==> src/rtl/fp_seq_pkg.sv <==
// Shared types and constants for the FP adder stage sequencer.
package fp_seq_pkg;

  typedef enum logic [2:0] {
    IDLE,
    S1,
    S2,
    S3,
    S4,
    DONE
  } state_t;

  localparam int NUM_STAGES = 4;

  localparam logic [NUM_STAGES-1:0] EN_NONE = 4'b0000;
  localparam logic [NUM_STAGES-1:0] EN_R1   = 4'b0001;
  localparam logic [NUM_STAGES-1:0] EN_R2   = 4'b0010;
  localparam logic [NUM_STAGES-1:0] EN_R3   = 4'b0100;
  localparam logic [NUM_STAGES-1:0] EN_R4   = 4'b1000;

endpackage

==> src/rtl/fp_stage_sequencer_edge.sv <==
// Registered rising-edge detector used for the manual step button.
module seq_edge_detect (
  input  logic clk,
  input  logic reset,
  input  logic d,
  output logic rise
);

  logic d_q;
  logic d_d;

  always_comb begin
    d_d = d;
  end

  always_ff @(posedge clk or posedge reset) begin
    if (reset) d_q <= 1'b0;
    else       d_q <= d_d;
  end

  assign rise = d & ~d_q;

endmodule

==> src/rtl/fp_stage_sequencer.sv <==
// Timed/manual enable sequencer for the 4-phase FP adder pipeline.
// Define FP_SEQ_OVERFLOW_HALT_EN to latch FASE4 overflow into err and halt.
module fp_stage_sequencer
  import fp_seq_pkg::*;
#(
  parameter int          CNT_W        = 26,
  parameter int unsigned DWELL_CYCLES = 50000000
) (
  input  logic       clk,
  input  logic       reset,
  input  logic       start,
  input  logic       auto_mode,
  input  logic       step,
  input  logic       abort,
  input  logic       overflow,
  output logic [3:0] en,
  output logic [3:0] led,
  output logic       busy,
  output logic       done,
  output logic       err
);

  localparam logic [CNT_W-1:0] DWELL_LAST =
    CNT_W'(DWELL_CYCLES - 1);

  state_t           state_q, state_d;
  logic [CNT_W-1:0] cnt_q, cnt_d;
  logic [3:0]       en_q, en_d;
  logic [3:0]       led_q, led_d;
  logic             busy_q, busy_d;
  logic             done_q, done_d;
  logic             err_q, err_d;

  logic step_rise;
  logic in_seq;
  logic adv;

  seq_edge_detect u_step_edge (
    .clk   (clk),
    .reset (reset),
    .d     (step),
    .rise  (step_rise)
  );

`ifndef FP_SEQ_OVERFLOW_HALT_EN
  logic unused_overflow;
  assign unused_overflow = overflow;
`endif

  assign in_seq = (state_q inside {S1, S2, S3, S4});
  assign adv    = in_seq &
                  (auto_mode ? (cnt_q == DWELL_LAST)
                             : step_rise);

  always_comb begin
    state_d = state_q;
    cnt_d   = '0;
    en_d    = EN_NONE;
    led_d   = led_q;
    err_d   = err_q;

    if (abort) begin
      state_d = IDLE;
      led_d   = '0;
      err_d   = 1'b0;
    end else begin
      unique case (state_q)
        IDLE: begin
          if (start) begin
            state_d = S1;
            en_d    = EN_R1;
            led_d   = EN_R1;
            err_d   = 1'b0;
          end
        end
        S1: begin
          if (adv) begin
            state_d = S2;
            en_d    = EN_R2;
            led_d   = led_q | EN_R2;
          end
        end
        S2: begin
          if (adv) begin
            state_d = S3;
            en_d    = EN_R3;
            led_d   = led_q | EN_R3;
          end
        end
        S3: begin
          if (adv) begin
            state_d = S4;
            en_d    = EN_R4;
            led_d   = led_q | EN_R4;
          end
        end
        S4: begin
          if (adv) begin
            state_d = DONE;
`ifdef FP_SEQ_OVERFLOW_HALT_EN
            err_d   = overflow;
`endif
          end
        end
        DONE: begin
          // A latched overflow blocks restart until abort/reset.
          if (start && !err_q) begin
            state_d = S1;
            en_d    = EN_R1;
            led_d   = EN_R1;
            err_d   = 1'b0;
          end
        end
        default: begin
          state_d = IDLE;
          led_d   = '0;
          err_d   = 1'b0;
        end
      endcase

      if (in_seq && auto_mode && state_d == state_q)
        cnt_d = cnt_q + CNT_W'(1);
    end

    busy_d = (state_d inside {S1, S2, S3, S4});
    done_d = (state_d == DONE);
  end

  always_ff @(posedge clk or posedge reset) begin
    if (reset) begin
      state_q <= IDLE;
      cnt_q   <= '0;
      en_q    <= '0;
      led_q   <= '0;
      busy_q  <= 1'b0;
      done_q  <= 1'b0;
      err_q   <= 1'b0;
    end else begin
      state_q <= state_d;
      cnt_q   <= cnt_d;
      en_q    <= en_d;
      led_q   <= led_d;
      busy_q  <= busy_d;
      done_q  <= done_d;
      err_q   <= err_d;
    end
  end

  assign en   = en_q;
  assign led  = led_q;
  assign busy = busy_q;
  assign done = done_q;
  assign err  = err_q;

endmodule
==> config.mk <==
export PLATFORM = sky130hd
export DESIGN_NAME = fp_stage_sequencer
export DESIGN_NICKNAME = d
export VERILOG_FILES = /design/src/rtl/fp_seq_pkg.sv /design/src/rtl/fp_stage_sequencer_edge.sv /design/src/rtl/fp_stage_sequencer.sv
export SDC_FILE = /design/constraint.sdc
export NUM_CORES = 1
export LEC_CHECK = 0
export BUFFER_PORTS_ARGS = -buffer_cell sky130_fd_sc_hd__buf_2
export CAP_MARGIN = 15
export CORE_MARGIN = 5
export CORE_UTILIZATION = 30
export DETAILED_ROUTE_END_ITERATION = 7
export GPL_ROUTABILITY_DRIVEN = 0
export SYNTH_ARGS = -nofsm -noshare
export SYNTH_HDL_FRONTEND = slang
export SYNTH_SLANG_ARGS = --single-unit
==> constraint.sdc <==
create_clock -name clk -period 1.8 [get_ports clk]
set_clock_uncertainty 0.15 [all_clocks]
set_input_delay 0.27 -clock clk [delete_from_list [all_inputs] [get_ports clk]]
set_output_delay 0.27 -clock clk [all_outputs]
set_load 0.05 [all_outputs]
### Word level (Yosys, flattened, before mapping)

Cells that the tools add are included.

* add/sub/neg operators: 1
* $mul: 0
* divide/modulo/power cells: 0
* $lt $le $gt $ge: 0
* equal/unequal tests: 22
* shift-type cells: 0
* mux-type cells: 30
* bitwise gates (word level): 3
* reduce and logical (&&, ||, !) cells: 13

Operator list (count)
* 2-to-1 mux 26 bit: 2
* 2-to-1 mux 3 bit: 10
* adder 26 x 1 -> 26 bit, second input constant: 1
* == test 26 bit, second input constant: 1
* 2-to-1 mux 4 bit: 6
* case mux 4 bit (6 select lines): 1
* AND reduction 6 bit: 4
* case mux 4 bit (5 select lines): 1
* case mux 3 bit (6 select lines): 1
* inequality test 3 bit, second input constant: 5
* == test 3 x 2 -> 1 bit, second input constant: 4
* == test 3 bit, second input constant: 4
* inequality test 2 bit, second input constant: 4
* nonzero test 4 bit: 2
* == test 3 x 1 -> 1 bit, second input constant: 2
* 2-to-1 mux 1 bit: 6
* 2-to-1 mux 2 bit: 2
* OR reduction 4 bit: 1
* == test 3 bit: 1
* logical AND 1 bit: 3
* logical NOT 3 bit: 1
* case mux 1 bit (3 select lines): 1
* AND reduction 3 bit: 1
* bitwise AND 1 bit: 2
* other kinds (3): 3

* register bits after elaboration: 41
* bits in latches: 0
* RAM bits: 0
* ROM bits: 0
* output and inout port bits: 11
* logic and storage cells: 80
* memories: 0

### Longest topological paths before layout

* word-level depth: 11
* mapped depth: 6

### Modules after synthesis

Synthesis repeated with hierarchy kept, for this count alone.

* cells, all modules: 205
* area total of the unflattened synthesis: 2043.2 um^2

By module, submodules not included
* fp_stage_sequencer: instances 1, cells each 202, area an instance 2000.7 um^2, seq. area each 975.9 um^2
* seq_edge_detect: instances 1, cells each 3, area an instance 42.5 um^2, seq. area each 25.0 um^2

### Worst setup path before layout

Ideal clock, no wire load.

* kind: register to register
* from: register cnt_q[0]
* to: register cnt_q[2]
* setup time: 0.123 ns
* arrival: 1.713 ns
* slack: -0.186 ns
* cell stages (with the launch flop): 7
* path buffers: 1
* cell sequence: dfrtp_1 > ha_1 > nand2_1 > or4_4 > o21ai_4 > buf_2 > nor2_1

* longest elaborated chain between the ends: 10
* elaborated cells on any way between the ends: 14

Ends and longest elaborated chain
* from (decl): line fp_stage_sequencer.sv:27 `logic [CNT_W-1:0] cnt_q, cnt_d;`
* from (signal assigned): line fp_stage_sequencer.sv:140 `cnt_q <= cnt_d;`
* == test 26 bit: line fp_stage_sequencer.sv:52 `(auto_mode ? (cnt_q == DWELL_LAST)`
* 2-to-1 mux 1 bit: line fp_stage_sequencer.sv:52
* bitwise AND 1 bit: line fp_stage_sequencer.sv:51 `assign adv = in_seq &`
* 2-to-1 mux 3 bit (on tied branches)
* case mux 3 bit (6 select lines): line fp_stage_sequencer.sv:67 `unique case (state_q)`
* 2-to-1 mux 3 bit: line fp_stage_sequencer.sv:62 `if (abort) begin`
* == test 3 bit: line fp_stage_sequencer.sv:121 `if (in_seq && auto_mode && state_d == state_q)`
* logical AND 1 bit: line fp_stage_sequencer.sv:121
* 2-to-1 mux 26 bit (*): line fp_stage_sequencer.sv:121
* 2-to-1 mux 26 bit (*): line fp_stage_sequencer.sv:62
* net cnt_d[2]: line fp_stage_sequencer.sv:27

The timed path passes the listed nets; every way through them passes the cells marked *. The select of a mux whose other input is x is not followed.
A chain may end at the register's enable or synchronous reset.

### Final worst setup path

* from: register cnt_q[7]
* to: register state_q[1]

* longest elaborated chain between the ends: 7
* elaborated cells on any way between the ends: 10

Ends and longest elaborated chain
* == test 26 bit (*): line fp_stage_sequencer.sv:52
* 2-to-1 mux 1 bit (*): line fp_stage_sequencer.sv:52
* bitwise AND 1 bit (*): line fp_stage_sequencer.sv:51
* 2-to-1 mux 3 bit (on tied branches)
* case mux 3 bit (6 select lines) (*): line fp_stage_sequencer.sv:67
* 2-to-1 mux 3 bit (*) (2 in series): line fp_stage_sequencer.sv:62
* net state_d[1]: line fp_stage_sequencer.sv:26 `state_t state_q, state_d;`
* to (signal assigned): line fp_stage_sequencer.sv:139 `state_q <= state_d;`
* to (decl): line fp_stage_sequencer.sv:26

Marked as above.

==> run metrics <==
total count of max-transition violations in the final report 0; switching portion of total power 0.252; beginning of the worst hold path abort; clock period minus final worst setup slack approximately 2.0 ns; sequential cell fraction of total power 0.555; Clock Power Share 0.336; Synth Register Bits 40; power per cell area around 530 mW/mm²; Peak Freq between 400 and 500 MHz; total area of sequential cells 0.00100 mm²; number of maximum-capacitance constraint violations 0; WS Path Type reg -> reg; maximum number of pins on one net before global-route repair slightly above 40; Die Wd 94.9 µm; violations in the final reports setup timing; reg-to-reg startpoint cnt_q[7]$_DFF_PP0_; share of post-route cells with drive strength above 1 0.443; sw power between 400 and 500 µW; VDD IR max roughly 0.26 mV; Vias per Instance between 5 and 6; part of the Yosys area used for sequential elements 0.463; number of violations reported at the end of detailed-routing iteration 0 76; number of nets in the layout 304; Avg Inst Size Synth between 9 and 10 µm²; clock net sink count 40; Overall Global Routing Usage 0.122; final setup vio count 28; number of buffers between clock root and the deepest sink 2; total number of vias slightly above 2000; number of antenna repair diodes 0; area overhead of the layout relative to synthesis 44.8%; fraction of registers with async set or reset after synthesis 1.00; minimum setup slack after placement -0.275 ns; type of element launching the critical path register; Netlist Area Pre-Place approximately 0.0022 mm²; die area 0.00901 mm²; Pre-Repair DR Iteration Count 4; layout filler cell count about 700; headroom to the max-slew limit 0.652; Critical Path AT around 2 ns; classification of the worst-slack hold path in -> reg; number of enable flip-flop cells after synthesis 0; clock input transition at the sequential cells of the worst setup and hold paths around 0.070 ns; wirelength, routed between 5000 and 6000 µm; initial standard-cell utilization of the core 0.303; maximum fanout encountered on the critical timing path 3; Detail Placement HPWL 3550 µm; number of buffers created by CTS 5; Distinct cells, synth 46; number of port buffers 15; cell leakage power ~1.3 nW; number of global-route vias before repair about 1900; share of total power in combinational logic 0.110; Int Power 1.24 mW; Tcrit/Tclk final 1.12; actual slew at the worst max-slew pin between 0.5 and 0.6 ns; area taken by multi-input logic gates 0.00131 mm²; number of remaining DRC errors 0; DRT antenna net count 0; IO Count 18; prevailing post-synth register cell dfrtp_1; total negative slack -4.01 ns; Fin Hold WS 0.146 ns; DIE HEIGHT roughly 95 µm; CTS tree built; CP Launch Point cnt_q[7]$_DFF_PP0_; WL/cell around 14 µm; unrepaired setup endpoints after global routing true; global route overflow 0; result of the run finished, violations left; antenna violations before repair 0; buffer cell driving the clock tree root clkbuf_8; Cells after Synth 230; final count of hold timing violations 0; H-Tree Depth 2; endpoint required time on the critical path 1.85 ns; std cell rows 31; critical path endpoint category register; clock latency reported for the late side of the worst-skew pair a little under 0.3 ns; setup slack of the critical path after layout -0.212 ns; first-pass GRT wire length between 8000 and 9000 µm; Placeable Area just over 0.007 mm²; Net Count, Synth between 200 and 250; Synth warnings 0
-- cell families (layout without fill, tap and decap cells) --
logic type                 count (synthesis)  count (layout)  synth area share
xor gates and xnor gates                  11              11            0.0446
AOI/OAI and AO/OA                         52              52             0.164
and+or+nand+nor                          101             103             0.269
adders and majority gates                  1               1           0.00579
muxes                                      1               1           0.00463
buffers and inverters                     23              87            0.0480
other                                      1               1           0.00173
DFF                                       40              40             0.463
-- layout by cell type (no fill, tap or decap), types with 7 or more instances in the layout --
| cell | instances |
|---|---|
| buf_4 | 48 |
| dfrtp_1 | 40 |
| nand3_1 | 16 |
| buf_2 | 15 |
| a21oi_2 | 13 |
| o31ai_1 | 10 |
| xor2_1 | 9 |
| nand2_1 | 8 |
| or4_4 | 8 |
| nor2_2 | 8 |
| nor2_1 | 7 |
| inv_1 | 7 |
| o21ai_0 | 7 |
-- cell usage after synthesis, types with 2 or more instances --
cell type  count  area share
and4_1         3       0.012
xnor2_1        2      0.0081
buf_4          2      0.0069
buf_1          2      0.0035
a21o_1         3       0.010
or3_1          3      0.0087
nor3_1         4      0.0093
clkbuf_1       9       0.016
nand2b_1       2      0.0058
and3_1         6       0.017
or4_1          8       0.028
nand4_1        6       0.017
o21ai_0        8       0.019
nand3_1       19       0.044
dfrtp_1       40        0.46
o31ai_1       10       0.035
and2_1         3      0.0087
a21oi_1       18       0.042
nor4b_1        2      0.0081
inv_1          7       0.012
a21oi_2        2      0.0081
buf_2          2      0.0046
a211oi_1       2      0.0069
nand2_1       12       0.021
or4_4          3       0.016
o31a_1         2      0.0081
nor2_1        20       0.035
nor4_1         4       0.012
xor2_1         9       0.036
-- state kept, by name, summed over array words and instances (netlist names) --
register,count
busy,1
cnt_q,26
done,1
en,4
led,4
state_q,3
u_step_edge.d_q,1
-- repair_timing --
item,4_1_cts,5_1_grt
resized for setup,11,48
buffers inserted,0,6
hold endpoints to repair,41,0
endpoints found under the setup margin,37,34
pin swaps,5,13
cloned,2,2
hold buffers,2,0
-- critical path: stages, from the launching register on --
cell and delay, ns:
dfrtp_1 0.44, nor4_1 0.41, nand4_1 0.19, buf_4 0.18, o41ai_4 0.29, mux2i_1 0.27
-- metal layers --
metal	share of wire	vias to the layer above	global-route usage
met1	0.45	994	0.162
met4	0.017	0	0.0445
met5	0	-	0
li1	-	979	-
met3	0.024	8	0.0215
met2	0.50	35	0.200
-- power groups by stage --
stage	logic, mW	clock network, mW	registers (mW)
2_1_floorplan	0.0817	0	0.957
3_3_place_gp	0.150	0	0.935
3_5_place_dp	0.151	0	0.935
4_1_cts	0.155	0.580	0.917
5_1_grt	0.197	0.624	0.919
6_report	0.181	0.555	0.918
-- layout make-up --
type                    count  share of cell area
clock buffers               6              0.0232
clock inverters             1             0.00160
inverters                   7             0.00839
multi-input cells         169               0.419
flip-flops and latches     40               0.320
well taps                  99              0.0396
repair buffers             73               0.189
-- per-stage QoR --
| step | cell area, µm² | std cells | util | power, mW |
|---|---|---|---|---|
| floorplan | 2190 | 230 | - | 1.04 |
| global placement | 2680 | 376 | 0.376 | 1.08 |
| detailed placement | 2680 | 376 | 0.376 | 1.09 |
| CTS | 2850 | 387 | 0.400 | 1.65 |
| global route | 3130 | 395 | 0.439 | 1.74 |
| finish | 3130 | 395 | 0.439 | 1.65 |
-- worst paths after layout --
kind | endpoint | slack [ns] | depth (start not counted)
setup / recovery | state_q[1]$_DFF_PP0_ | -0.21 | 5
hold / removal | led[1]$_DFFE_PP0P_ | 0.15 | 2
setup reg to reg | state_q[1]$_DFF_PP0_ | -0.21 | 5
hold reg to reg | led[0]$_DFFE_PP0P_ | 0.33 | 1
max in group asynchronous | cnt_q[15]$_DFF_PP0_ | 0.63 | 4
min in group asynchronous | cnt_q[0]$_DFF_PP0_ | 0.50 | 4
Power figures use the tool's default switching activity.
